[src/rtl/control_sequencer_if.sv]
// Handshake and control bundle between the instruction source, the
// timestep sequencer and the 10-bit bus datapath.
`timescale 1ns/1ps
interface control_sequencer_if;
   logic       EXEC;
   logic [9:0] INSTR;
   logic [1:0] TIME;
   logic       DONE;
   logic       EXT_OUT;
   logic [3:0] ROUT;
   logic [3:0] RIN;
   logic       A_LD;
   logic       G_LD;
   logic       G_OUT;
   logic [2:0] ALU_OP;

   modport master (
      output EXEC, INSTR,
      input  TIME, DONE, EXT_OUT, ROUT, RIN, A_LD, G_LD, G_OUT, ALU_OP
   );

   modport slave (
      input  EXEC, INSTR,
      output TIME, DONE, EXT_OUT, ROUT, RIN, A_LD, G_LD, G_OUT, ALU_OP
   );
endinterface

[src/rtl/control_sequencer.sv]
// Timestep sequencer: latches an instruction on EXEC and walks T0..T3,
// generating bus-source, register-load and ALU controls for each step.
`timescale 1ns/1ps
module control_sequencer #(
   parameter int HOLD_CYCLES = 0
) (
   input  logic                CLK,
   input  logic                RESETb,
   control_sequencer_if.slave  bus
);

   localparam int            CW       = (HOLD_CYCLES > 0) ? $clog2(HOLD_CYCLES + 1) : 1;
   localparam logic [CW-1:0] HOLD_MAX = CW'(HOLD_CYCLES);

   typedef enum logic [1:0] {T0 = 2'd0, T1 = 2'd1, T2 = 2'd2, T3 = 2'd3} state_t;

   state_t        r_state;
   logic [CW-1:0] r_cnt;
   logic          r_done;
   logic [6:0]    r_ir;

   state_t        w_state_nxt;
   logic [CW-1:0] w_cnt_nxt;
   logic          w_done_nxt;
   logic          w_ir_ld;
   logic          w_final;
   logic [2:0]    w_op;
   logic [1:0]    w_rx;
   logic [1:0]    w_ry;
   logic          w_unused_rsvd;

   assign w_op          = r_ir[6:4];
   assign w_rx          = r_ir[3:2];
   assign w_ry          = r_ir[1:0];
   assign w_final       = (r_cnt == HOLD_MAX);
   assign w_unused_rsvd = ^bus.INSTR[2:0];

   always_ff @(posedge CLK or negedge RESETb) begin
      if (!RESETb) begin
         r_state <= T0;
         r_cnt   <= '0;
         r_done  <= 1'b0;
         r_ir    <= '0;
      end else begin
         r_state <= w_state_nxt;
         r_cnt   <= w_cnt_nxt;
         r_done  <= w_done_nxt;
         if (w_ir_ld) r_ir <= bus.INSTR[9:3];
      end
   end

   // LOAD and MOV finish after T1; every ALU op runs through T3.
   always_comb begin
      w_state_nxt = r_state;
      w_cnt_nxt   = r_cnt;
      w_done_nxt  = r_done;
      w_ir_ld     = 1'b0;
      case (r_state)
         T0: begin
            w_cnt_nxt = '0;
            if (bus.EXEC) begin
               w_ir_ld     = 1'b1;
               w_done_nxt  = 1'b0;
               w_state_nxt = T1;
            end
         end
         T1, T2, T3: begin
            if (!w_final) begin
               w_cnt_nxt = r_cnt + 1'b1;
            end else begin
               w_cnt_nxt = '0;
               if (r_state == T3 || (r_state == T1 && w_op[2:1] == 2'b00)) begin
                  w_state_nxt = T0;
                  w_done_nxt  = 1'b1;
               end else begin
                  w_state_nxt = state_t'(r_state + 2'd1);
               end
            end
         end
         default: w_state_nxt = T0;
      endcase
   end

   // Drive-type outputs span the whole step; load strobes fire on its final cycle.
   always_comb begin
      bus.EXT_OUT = 1'b0;
      bus.ROUT    = 4'b0000;
      bus.RIN     = 4'b0000;
      bus.A_LD    = 1'b0;
      bus.G_LD    = 1'b0;
      bus.G_OUT   = 1'b0;
      bus.ALU_OP  = 3'b000;
      case (r_state)
         T1: begin
            if (w_op == 3'b000) begin
               bus.EXT_OUT = 1'b1;
               bus.RIN     = w_final ? (4'b0001 << w_rx) : 4'b0000;
            end else if (w_op == 3'b001) begin
               bus.ROUT    = 4'b0001 << w_ry;
               bus.RIN     = w_final ? (4'b0001 << w_rx) : 4'b0000;
            end else begin
               bus.ROUT    = 4'b0001 << w_rx;
               bus.A_LD    = w_final;
            end
         end
         T2: begin
            if (w_op != 3'b111) bus.ROUT = 4'b0001 << w_ry;
            bus.G_LD   = w_final;
            bus.ALU_OP = w_op;
         end
         T3: begin
            bus.G_OUT = 1'b1;
            bus.RIN   = w_final ? (4'b0001 << w_rx) : 4'b0000;
         end
         default: ;
      endcase
   end

   assign bus.TIME = r_state;
   assign bus.DONE = r_done;

endmodule

[src/flat_wrapper.sv]
// flat-port wrapper written by rule: the top's interface ports become plain ports
module control_sequencer_flat 
#(
   parameter int HOLD_CYCLES = 0
)
  (CLK, RESETb, bus_EXEC, bus_INSTR, bus_TIME, bus_DONE, bus_EXT_OUT, bus_ROUT, bus_RIN, bus_A_LD, bus_G_LD, bus_G_OUT, bus_ALU_OP);
  control_sequencer_if bus_i ();
  input  logic CLK;
  input  logic RESETb;
  input wire logic [$bits(bus_i.EXEC)-1:0] bus_EXEC;
  input wire logic [$bits(bus_i.INSTR)-1:0] bus_INSTR;
  output wire logic [$bits(bus_i.TIME)-1:0] bus_TIME;
  output wire logic [$bits(bus_i.DONE)-1:0] bus_DONE;
  output wire logic [$bits(bus_i.EXT_OUT)-1:0] bus_EXT_OUT;
  output wire logic [$bits(bus_i.ROUT)-1:0] bus_ROUT;
  output wire logic [$bits(bus_i.RIN)-1:0] bus_RIN;
  output wire logic [$bits(bus_i.A_LD)-1:0] bus_A_LD;
  output wire logic [$bits(bus_i.G_LD)-1:0] bus_G_LD;
  output wire logic [$bits(bus_i.G_OUT)-1:0] bus_G_OUT;
  output wire logic [$bits(bus_i.ALU_OP)-1:0] bus_ALU_OP;
  assign bus_i.EXEC = bus_EXEC;
  assign bus_i.INSTR = bus_INSTR;
  assign bus_TIME = bus_i.TIME;
  assign bus_DONE = bus_i.DONE;
  assign bus_EXT_OUT = bus_i.EXT_OUT;
  assign bus_ROUT = bus_i.ROUT;
  assign bus_RIN = bus_i.RIN;
  assign bus_A_LD = bus_i.A_LD;
  assign bus_G_LD = bus_i.G_LD;
  assign bus_G_OUT = bus_i.G_OUT;
  assign bus_ALU_OP = bus_i.ALU_OP;
  control_sequencer #(.HOLD_CYCLES(HOLD_CYCLES)) u_core (.CLK(CLK), .RESETb(RESETb), .bus(bus_i));
endmodule
[config.mk]
export PLATFORM = sky130hd
export DESIGN_NAME = control_sequencer_flat
export DESIGN_NICKNAME = d
export VERILOG_FILES = /design/src/rtl/control_sequencer_if.sv /design/src/rtl/control_sequencer.sv /design/src/flat_wrapper.sv
export SDC_FILE = /design/constraint.sdc
export NUM_CORES = 1
export LEC_CHECK = 0
export CORE_MARGIN = 2
export CORE_UTILIZATION = 37
export CTS_CLUSTER_DIAMETER = 80
export DETAILED_ROUTE_END_ITERATION = 6
export PLACE_DENSITY_LB_ADDON = 0.08
export SLEW_MARGIN = 20
export SYNTH_ARGS = -nofsm -noshare
export SYNTH_HDL_FRONTEND = slang
export SYNTH_SLANG_ARGS = --single-unit
[constraint.sdc]
create_clock -name CLK -period 4.6 [get_ports CLK]
set_input_delay 1.38 -clock CLK [delete_from_list [all_inputs] [get_ports CLK]]
set_output_delay 1.38 -clock CLK [all_outputs]
set_load 0.01 [all_outputs]
* After elaboration in Yosys (flattened, before gate mapping)
Cells that the tools add are included.
Word-level totals: register bits after elaboration 11, output and inout port bits 18, logic and storage cells 53
Operators by class: shifts and indexed selects 2, bitwise gates (word level) 1, mux-type cells 28, equality and inequality tests 8, reduce and logical (&&, ||, !) cells 8, add/sub/neg operators 2
Operators with widths (number):
- 2-to-1 mux 4 bit | 6
- one-hot mux 4 bit (2 select lines) | 2
- 2-to-1 mux 1 bit | 13
- << shifter 1 x 2 -> 4 bit (first input constant) | 2
- 2-to-1 mux 2 bit | 3
- == test 2 bit (second input constant) | 2
- zero test 2 bit | 2
- inequality test 2 bit (second input constant) | 2
- one-hot mux 1 bit (2 select lines) | 2
- one-hot mux 2 bit (2 select lines) | 1
- == test 3 x 1 -> 1 bit (second input constant) | 1
- zero test 3 bit | 1
- 2-to-1 mux 3 bit | 1
- inequality test 3 bit (second input constant) | 1
- AND reduction 3 bit | 1
- OR reduction 3 bit | 1
- adder 2 x 1 -> 2 bit (second input constant) | 1
- == test 2 x 1 -> 1 bit (second input constant) | 1
- inequality test 2 x 1 -> 1 bit (second input constant) | 1
- AND reduction 2 bit | 1
- adder 1 bit (second input constant) | 1
- logical AND 1 bit | 1
- logical OR 1 bit | 1
- inverter 1 bit | 1

* Depth between registers and ports, before layout
Gate-level depths: netlist (run 1).
word-level depth 6, gate-level depth with buffers 5, depth with buffers taken out 5

* Worst setup path after synthesis (run 1)
OpenSTA, ideal clock, no wires.
path type flip-flop to output port, from register u_core.r_state[0] (netlist: u_core.bus.TIME[0]), to output bus_ROUT[1], path slack 1.726 ns, stages on the path, launching flop included 6, arrival 1.494 ns, data required time 3.220 ns, path through dfrtp_1 > inv_1 > ha_1 > a21boi_0 > a221oi_2 > o31ai_1
On the way: cells in the longest elaborated chain, start to end 2, elaborated cells between the ends (all ways) 3, those cells by class eq/ne (2); mux (1)
RTL lines:
- from (decl) | RTL line control_sequencer.sv:17 | state_t r_state;
- from (signal assigned) | RTL line control_sequencer.sv:45 | r_state <= w_state_nxt;
- == test 2 bit or == test 2 x 1 -> 1 bit (tied branches) | RTL line control_sequencer.sv:93 | case (r_state)
- one-hot mux 4 bit (2 select lines) (*) | RTL line control_sequencer.sv:93
- to (decl) | RTL line flat_wrapper.sv:15 | output wire logic [$bits(bus_i.ROUT)-1:0] bus_ROUT;
Every way passes the cells marked *; elsewhere a longest branch is shown, timed or not.

* Worst setup path after layout (run 1)
Same ends and word-level chain as after synthesis.

==> flow_summary.json, run 1 <==
{
  "min_period_over_period_pct": 79.8,
  "overflow": 0,
  "p_per_area_mw_per_mm2": 683,
  "antennaDiodeCount": 0,
  "synth-seq-cells": 10,
  "synth_nets": 81,
  "arrival_ns": 2.29,
  "syn_area_per_cell_um2": 11.2,
  "cts_htree_levels": 1,
  "finalSetupTns_ns": 0,
  "relSlewSlack_pct": 71.1,
  "path_clk_slew_ns": 0.06,
  "cts_hold_buf": 0,
  "max_freq_ghz": 0.272,
  "routedWlPerCell_um": 12.3,
  "finalHoldViolCount": 0,
  "die_y_um": 47.9,
  "syn_to_final_growth_pct": 46.8,
  "synth.top_cells.by_count": "10 x dfrtp_1, 7 x mux2_4",
  "drc_errors": 0,
  "die-area_mm2": 0.00230,
  "maxCapViolCount": 0,
  "criticalPathCategory": "register to output pin",
  "syn_inst": 64,
  "pre_cts_slack_ns": 1.22,
  "initial_core_util_pct": 40.5,
  "ys_types": 32,
  "synth.most_common_cell": "dfrtp_1",
  "ys_top_cells_by_area": "dfrtp_1 35%, mux2_4 15%, ha_1 7.0%",
  "crit_path_start_kind": "register",
  "cts_buffer_depth": 2,
  "globalplace.congestion": 0.787,
  "finalSetupViolCount": 0,
  "peakVddDrop_mv": 0.400,
  "status": "finished, final reports clean",
  "synthArstFlopShare_pct": 100,
  "final_layout_size_suffix_gt1_share_pct": 19.1,
  "setup_slack_ns": 0.927,
  "drtIter0Drc": 4,
  "grt_usage_pct": 16.6,
  "grt_setup_unrepaired": "false",
  "synth_top_cell_by_area": "dfrtp_1",
  "endpoint_kind": "output pin",
  "ys_warn_count": 0,
  "chipWidth_um": 47.9,
  "via_per_inst": 4.89,
  "antenna_found_initial": 0,
  "finalNetCount": 112,
  "fin_crit_ns": 3.67,
  "cts_setup_buffers": 0,
  "cts_root_buf": "clkbuf_4",
  "dr.pass1.iters": 4,
  "tightest_slew_ns": 0.432,
  "design_power_total_uw": 716,
  "cp.required_ns": 3.22,
  "synthFlopType": "dfrtp_1",
  "slew_violations": 0,
  "netlist_area_um2": 714,
  "cts_buffers": 3,
  "core.rowCount": 15,
  "synth_edf_count": 0,
  "vias": 582,
  "worstPathMaxFanout": 7,
  "io_buffer_count": 27,
  "leakagePower_uw": 0.000451,
  "drt-total-wl_mm": 1.47,
  "hold_path_class": "register to register",
  "cts_num_sinks": 10,
  "grt_pass1_vias": 560,
  "num_io_pins": 31,
  "cts_tree": "built",
  "grt_pass1_wl_mm": 2.60,
  "grt_max_degree": 11,
  "yosysSeqAreaShare_pct": 35.0,
  "finClkSkew_ns": 0.000244,
  "yosysTopAreaCellShare_pct": 35.0,
  "hpwl_mm": 1.17,
  "postRouteAntennaNets": 0,
  "cts.repair.resized": 0,
  "r2r_slack_ns": 3.08,
  "core_area_mm2": 0.00176,
  "clk_latency_ns": 0.26
}
==> cell type report <==
cell class	count	area (µm²)
clock buffers	4	36.3
fillers	169	716
inverters	4	15.0
multi-input cells	49	445
flip-flops and latches	10	250
well taps	25	31.3
repair buffers	27	270
==> cell usage in the layout, fill, tap and decap left out, drive strengths merged, types with 2 or more instances in the layout <==
| cell | netlist | layout |
|---|---|---|
| clkdlybuf4s50 | 0 | 27 |
| dfrtp | 10 | 10 |
| mux2 | 7 | 7 |
| nand2 | 5 | 5 |
| inv | 4 | 4 |
| and2 | 4 | 4 |
| ha | 4 | 4 |
| clkbuf | 0 | 4 |
| nand3 | 3 | 3 |
| nor2 | 3 | 3 |
| nand4b | 2 | 2 |
| nor3b | 2 | 2 |
| o21ai | 2 | 2 |
| o31ai | 2 | 2 |
==> power breakdown <==
group | internal (µW) | total (µW) | switching [µW] | leakage (µW)
Combinational | 245 | 430 | 185 | 0.000310
Clock | 48.0 | 76.3 | 28.3 | 0.0000210
Sequential | 133 | 210 | 77.3 | 0.000120
Total | 426 | 716 | 290 | 0.000451
==> sequential cells by signal, indices dropped and copies added (netlist names) <==
signal,count
u_core.r_ir,7
u_core.bus.TIME,2
u_core.bus.DONE,1
==> stage by stage <==
| stage | area [µm²] | hold slack [ns] | cells | util (%) |
|---|---|---|---|---|
| 2_1_floorplan | 714 | 0.548 | 64 | - |
| 3_3_place_gp | 1010 | 0.545 | 115 | 57.4 |
| 3_5_place_dp | 1010 | 0.555 | 115 | 57.4 |
| 4_1_cts | 1050 | 0.566 | 119 | 59.4 |
| 5_1_grt | 1050 | 0.610 | 119 | 59.4 |
| 6_report | 1050 | 0.564 | 119 | 59.4 |
==> layer usage <==
metal	share of wire [%]	track usage [%]	wire length, µm	vias to the layer above
met2	49	25.1	716	17
met5	0	0	0	-
met4	1.2	10.8	17	0
met1	46	22.5	674	268
met3	4.0	1.51	59	2
li1	-	-	-	295
==> worst max-delay path, stage by stage, from the launching register on <==
cell and delay [ns]:
dfrtp_1 0.44, inv_1 0.11, ha_1 0.29, a21boi_0 0.26, a221oi_2 0.08, o31ai_1 0.26, clkdlybuf4s50_1 0.59
==> final timing paths <==
check,endpoint,startpoint,cells after the start
hold / removal,u_core.bus.DONE,u_core.bus.DONE,2
setup / recovery,bus_ROUT[1],u_core.bus.TIME[0],6
max in group asynchronous,u_core.r_ir[0],RESETb,1
setup reg to reg,u_core.r_ir[4],u_core.bus.TIME[0],4
min in group asynchronous,u_core.bus.TIME[0],RESETb,1
hold reg to reg,u_core.bus.DONE,u_core.bus.DONE,2
==> kinds of logic (layout without fill, tap and decap cells) <==
logic type / Yosys count / count (layout) / share of synthesized area [%]
AO/OA/AOI/OAI: 13 / 13 / 18.2
adder cells (fa/ha/maj): 4 / 4 / 7.01
buffers and inverters: 5 / 35 / 2.63
flip-flops: 10 / 10 / 35.0
multiplexers: 7 / 7 / 14.7
AND/OR/NAND/NOR: 25 / 25 / 22.4
(Power assumes the default switching activity.)
==> run 2, diff against run 1 <==
==> constraint.sdc (replaced) <==
create_clock -name CLK -period 3.8 [get_ports CLK]
set_input_delay 1.14 -clock CLK [delete_from_list [all_inputs] [get_ports CLK]]
set_output_delay 1.14 -clock CLK [all_outputs]
set_load 0.01 [all_outputs]
==> results of run 2 <==
Same layout as run 1 (identical final DEF). Status: finished, final reports clean.
Among the figures that moved: setup slack after placement 1.22 ns -> 0.659 ns; setup slack after layout 0.927 ns -> 0.367 ns; register-to-register setup slack 3.08 ns -> 2.28 ns; total power 716 µW -> 867 µW; worst IR drop on VDD 0.400 mV -> 0.484 mV
==> run 3, diff against run 2 <==
--- a/config.mk
+++ b/config.mk
@@ -10,7 +10,6 @@
 export CTS_CLUSTER_DIAMETER = 80
 export DETAILED_ROUTE_END_ITERATION = 6
 export PLACE_DENSITY_LB_ADDON = 0.08
-export SLEW_MARGIN = 20
 export SYNTH_ARGS = -nofsm -noshare
 export SYNTH_HDL_FRONTEND = slang
 export SYNTH_SLANG_ARGS = --single-unit
==> results of run 3 <==
Same layout as run 1 (identical final DEF). Status: finished, final reports clean.
Among the figures that moved: setup slack after placement 1.22 ns -> 0.659 ns; setup slack after layout 0.927 ns -> 0.367 ns; register-to-register setup slack 3.08 ns -> 2.28 ns; total power 716 µW -> 867 µW; worst IR drop on VDD 0.400 mV -> 0.484 mV
==> edit (settings of run 2) <==
Reset style: synchronous (`RESETb`), changed in one clocked block.
--- a/src/rtl/control_sequencer.sv
+++ b/src/rtl/control_sequencer.sv
@@ -35,7 +35,7 @@
    assign w_final       = (r_cnt == HOLD_MAX);
    assign w_unused_rsvd = ^bus.INSTR[2:0];
 
-   always_ff @(posedge CLK or negedge RESETb) begin
+   always_ff @(posedge CLK) begin
       if (!RESETb) begin
          r_state <= T0;
          r_cnt   <= '0;
Check against the original RTL: differs if RESETb is asserted again (counterexample within 4 cycles, from zero or initial values and one cycle with RESETb low); with RESETb held inactive, the same outputs for 10 cycles.
==> edit against run 2 <==
- sequential cell count did not move
- critical path type unchanged
- cell area fell by 9.2%
- area after synthesis fell by 9.6%
- worst setup slack improved by 100 ps
- wire length fell by 0.20%
- maximum frequency rose by 3.1%
- critical endpoint unchanged
- cell count rose by 5.0%
- highest routed layer unchanged
Power is not compared: it rests on default switching activity, and its combinational part moved more than twofold at a synthesized area within 25%.
==> edit: results (changes against run 2) <==
yosys:
  synthesis.nets: 99  # was 81
  synthTopCellsByCount: "14 x nand2_1, 10 x dfxtp_1, 10 x nand3_1"  # was 10 x dfrtp_1, 7 x mux2_4
  ys_seq_area_share_pct: 31.0  # was 35.0%
  synth_compound_area_share_pct: 21.9  # was 18.2%
  synth_adder_area_share_pct: 7.75  # was 7.01%
  synth-main-ff-cell: "dfxtp_1"  # was dfrtp_1
  synthTopCellsByArea: "dfxtp_1 31%, a21boi_0 8.1%, nand2_1 8.1%, ha_1 7.8%, nand3_1 7.8%"  # was dfrtp_1 35%, mux2_4 15%, ha_1 7.0%, and2_1 3.5%, nand4b_1 2.5%
  netlist-cell-type-count: 23  # was 32
  synth-async-reset-ratio_pct: 0  # was 100%
  synth_mux_area_share_pct: 0  # was 14.7%
global_route:
  grt_pass1_wl_um: 2170  # was 2600 µm
  grt_max_degree: 14  # was 11
  use_met3_pct: 3.57  # was 1.51%
  grtUsageMet1_pct: 20.4  # was 22.5%
  grt_util_all_layers_pct: 15.1  # was 16.6%
  grt_pass1_vias: 472  # was 560
  grt_overflow: 0  # unchanged
  use_met2_pct: 21.1  # was 25.1%
drt:
  drt-wirelength-per-cell_um: 11.7  # was 12.3 µm
  wl_met3_um: 67  # was 59 µm
  num_vias: 650  # was 582
  first_iter_violations: 8  # was 4
  routedLengthMet1_um: 755  # was 674 µm
  met2RoutedLength_um: 616  # was 716 µm
setup_path:
  arrival_ps: 2190  # was 2290 ps
  worstRegToRegCells: 5  # was 4
  r2r_end: "u_core.bus.TIME[1]"  # was u_core.r_ir[4]
  rrSetupSlack_ps: 2250  # was 2280 ps
  crit_fanout: 6  # was 7
  crit_family: "buffers and inverters"  # unchanged
  max_stage_delay_ps: 570  # was 590 ps
  reg2reg_from: "u_core.bus.TIME[0]"  # unchanged
cells_and_area:
  largest_reg_flops: 7  # unchanged
  top_register: "u_core.r_ir"  # unchanged
  fin_nets: 126  # was 112
  drive_gt1_share_pct: 5.56  # was 19.1%
cts:
  ctsResizeCount: 0  # unchanged
  clock-root-buffer: "clkbuf_4"  # unchanged
  clk_path_buf_depth: 2  # unchanged
  clkTransAtPathRegs_ps: 70
  htree_num_levels: 1  # unchanged
timing:
  whs_ps: 508  # was 564 ps
  finClkSkew_ps: 2.14  # was 0.244 ps
  period_needed_ps: 3330  # was 3430 ps
  worst_pin_slew_ps: 379  # was 432 ps
pwr:
  p_seq_mw: 0.157
  p_clk_mw: 0.0985
  p_leak_nw: 0.372
  switching_share_pct: 39.5
outcome:
  outcome: "finished, final reports clean"  # unchanged
placed_design:
  hpwl_um: 1070  # was 1170 µm
  placed_area_um2: 916  # was 1010 µm²
  finalWeightedCongestion: 0.744  # was 0.787
  pre_cts_ws_ps: 765  # was 659 ps
  io_buffers: 27  # unchanged
min_path:
  worstHoldStart: "u_core.bus.DONE"  # unchanged
  min_path_type: "reg2reg"  # unchanged
  min_to: "u_core.bus.DONE"  # unchanged
[edit: stage by stage]
step,power (mW),cells
4_1_cts,0.499,125
3_5_place_dp,0.401,121
3_3_place_gp,0.400,121
6_report,0.498,125
5_1_grt,0.535,125
2_1_floorplan,0.301,82
[edit: area by class of cell]
type / count / area [µm²]
clock buffers: 4 / 36.3
fillers: 172 / 737
inverters: 3 / 11.3
multi-input cells: 64 / 413
flip-flops and latches: 10 / 200
well taps: 17 / 21.3
repair buffers: 27 / 270
[edit: worst max path at each step]
stage / from / end
final: u_core.bus.TIME[0] / bus_ROUT[1]
after global placement: u_core.bus.TIME[0] / bus_ROUT[1]
after global routing: u_core.bus.TIME[0] / bus_ROUT[1]
after detailed placement: u_core.bus.TIME[0] / bus_ROUT[1]
after floorplan: u_core.bus.TIME[0] / bus_ROUT[1]
after CTS: u_core.bus.TIME[0] / bus_ROUT[1]
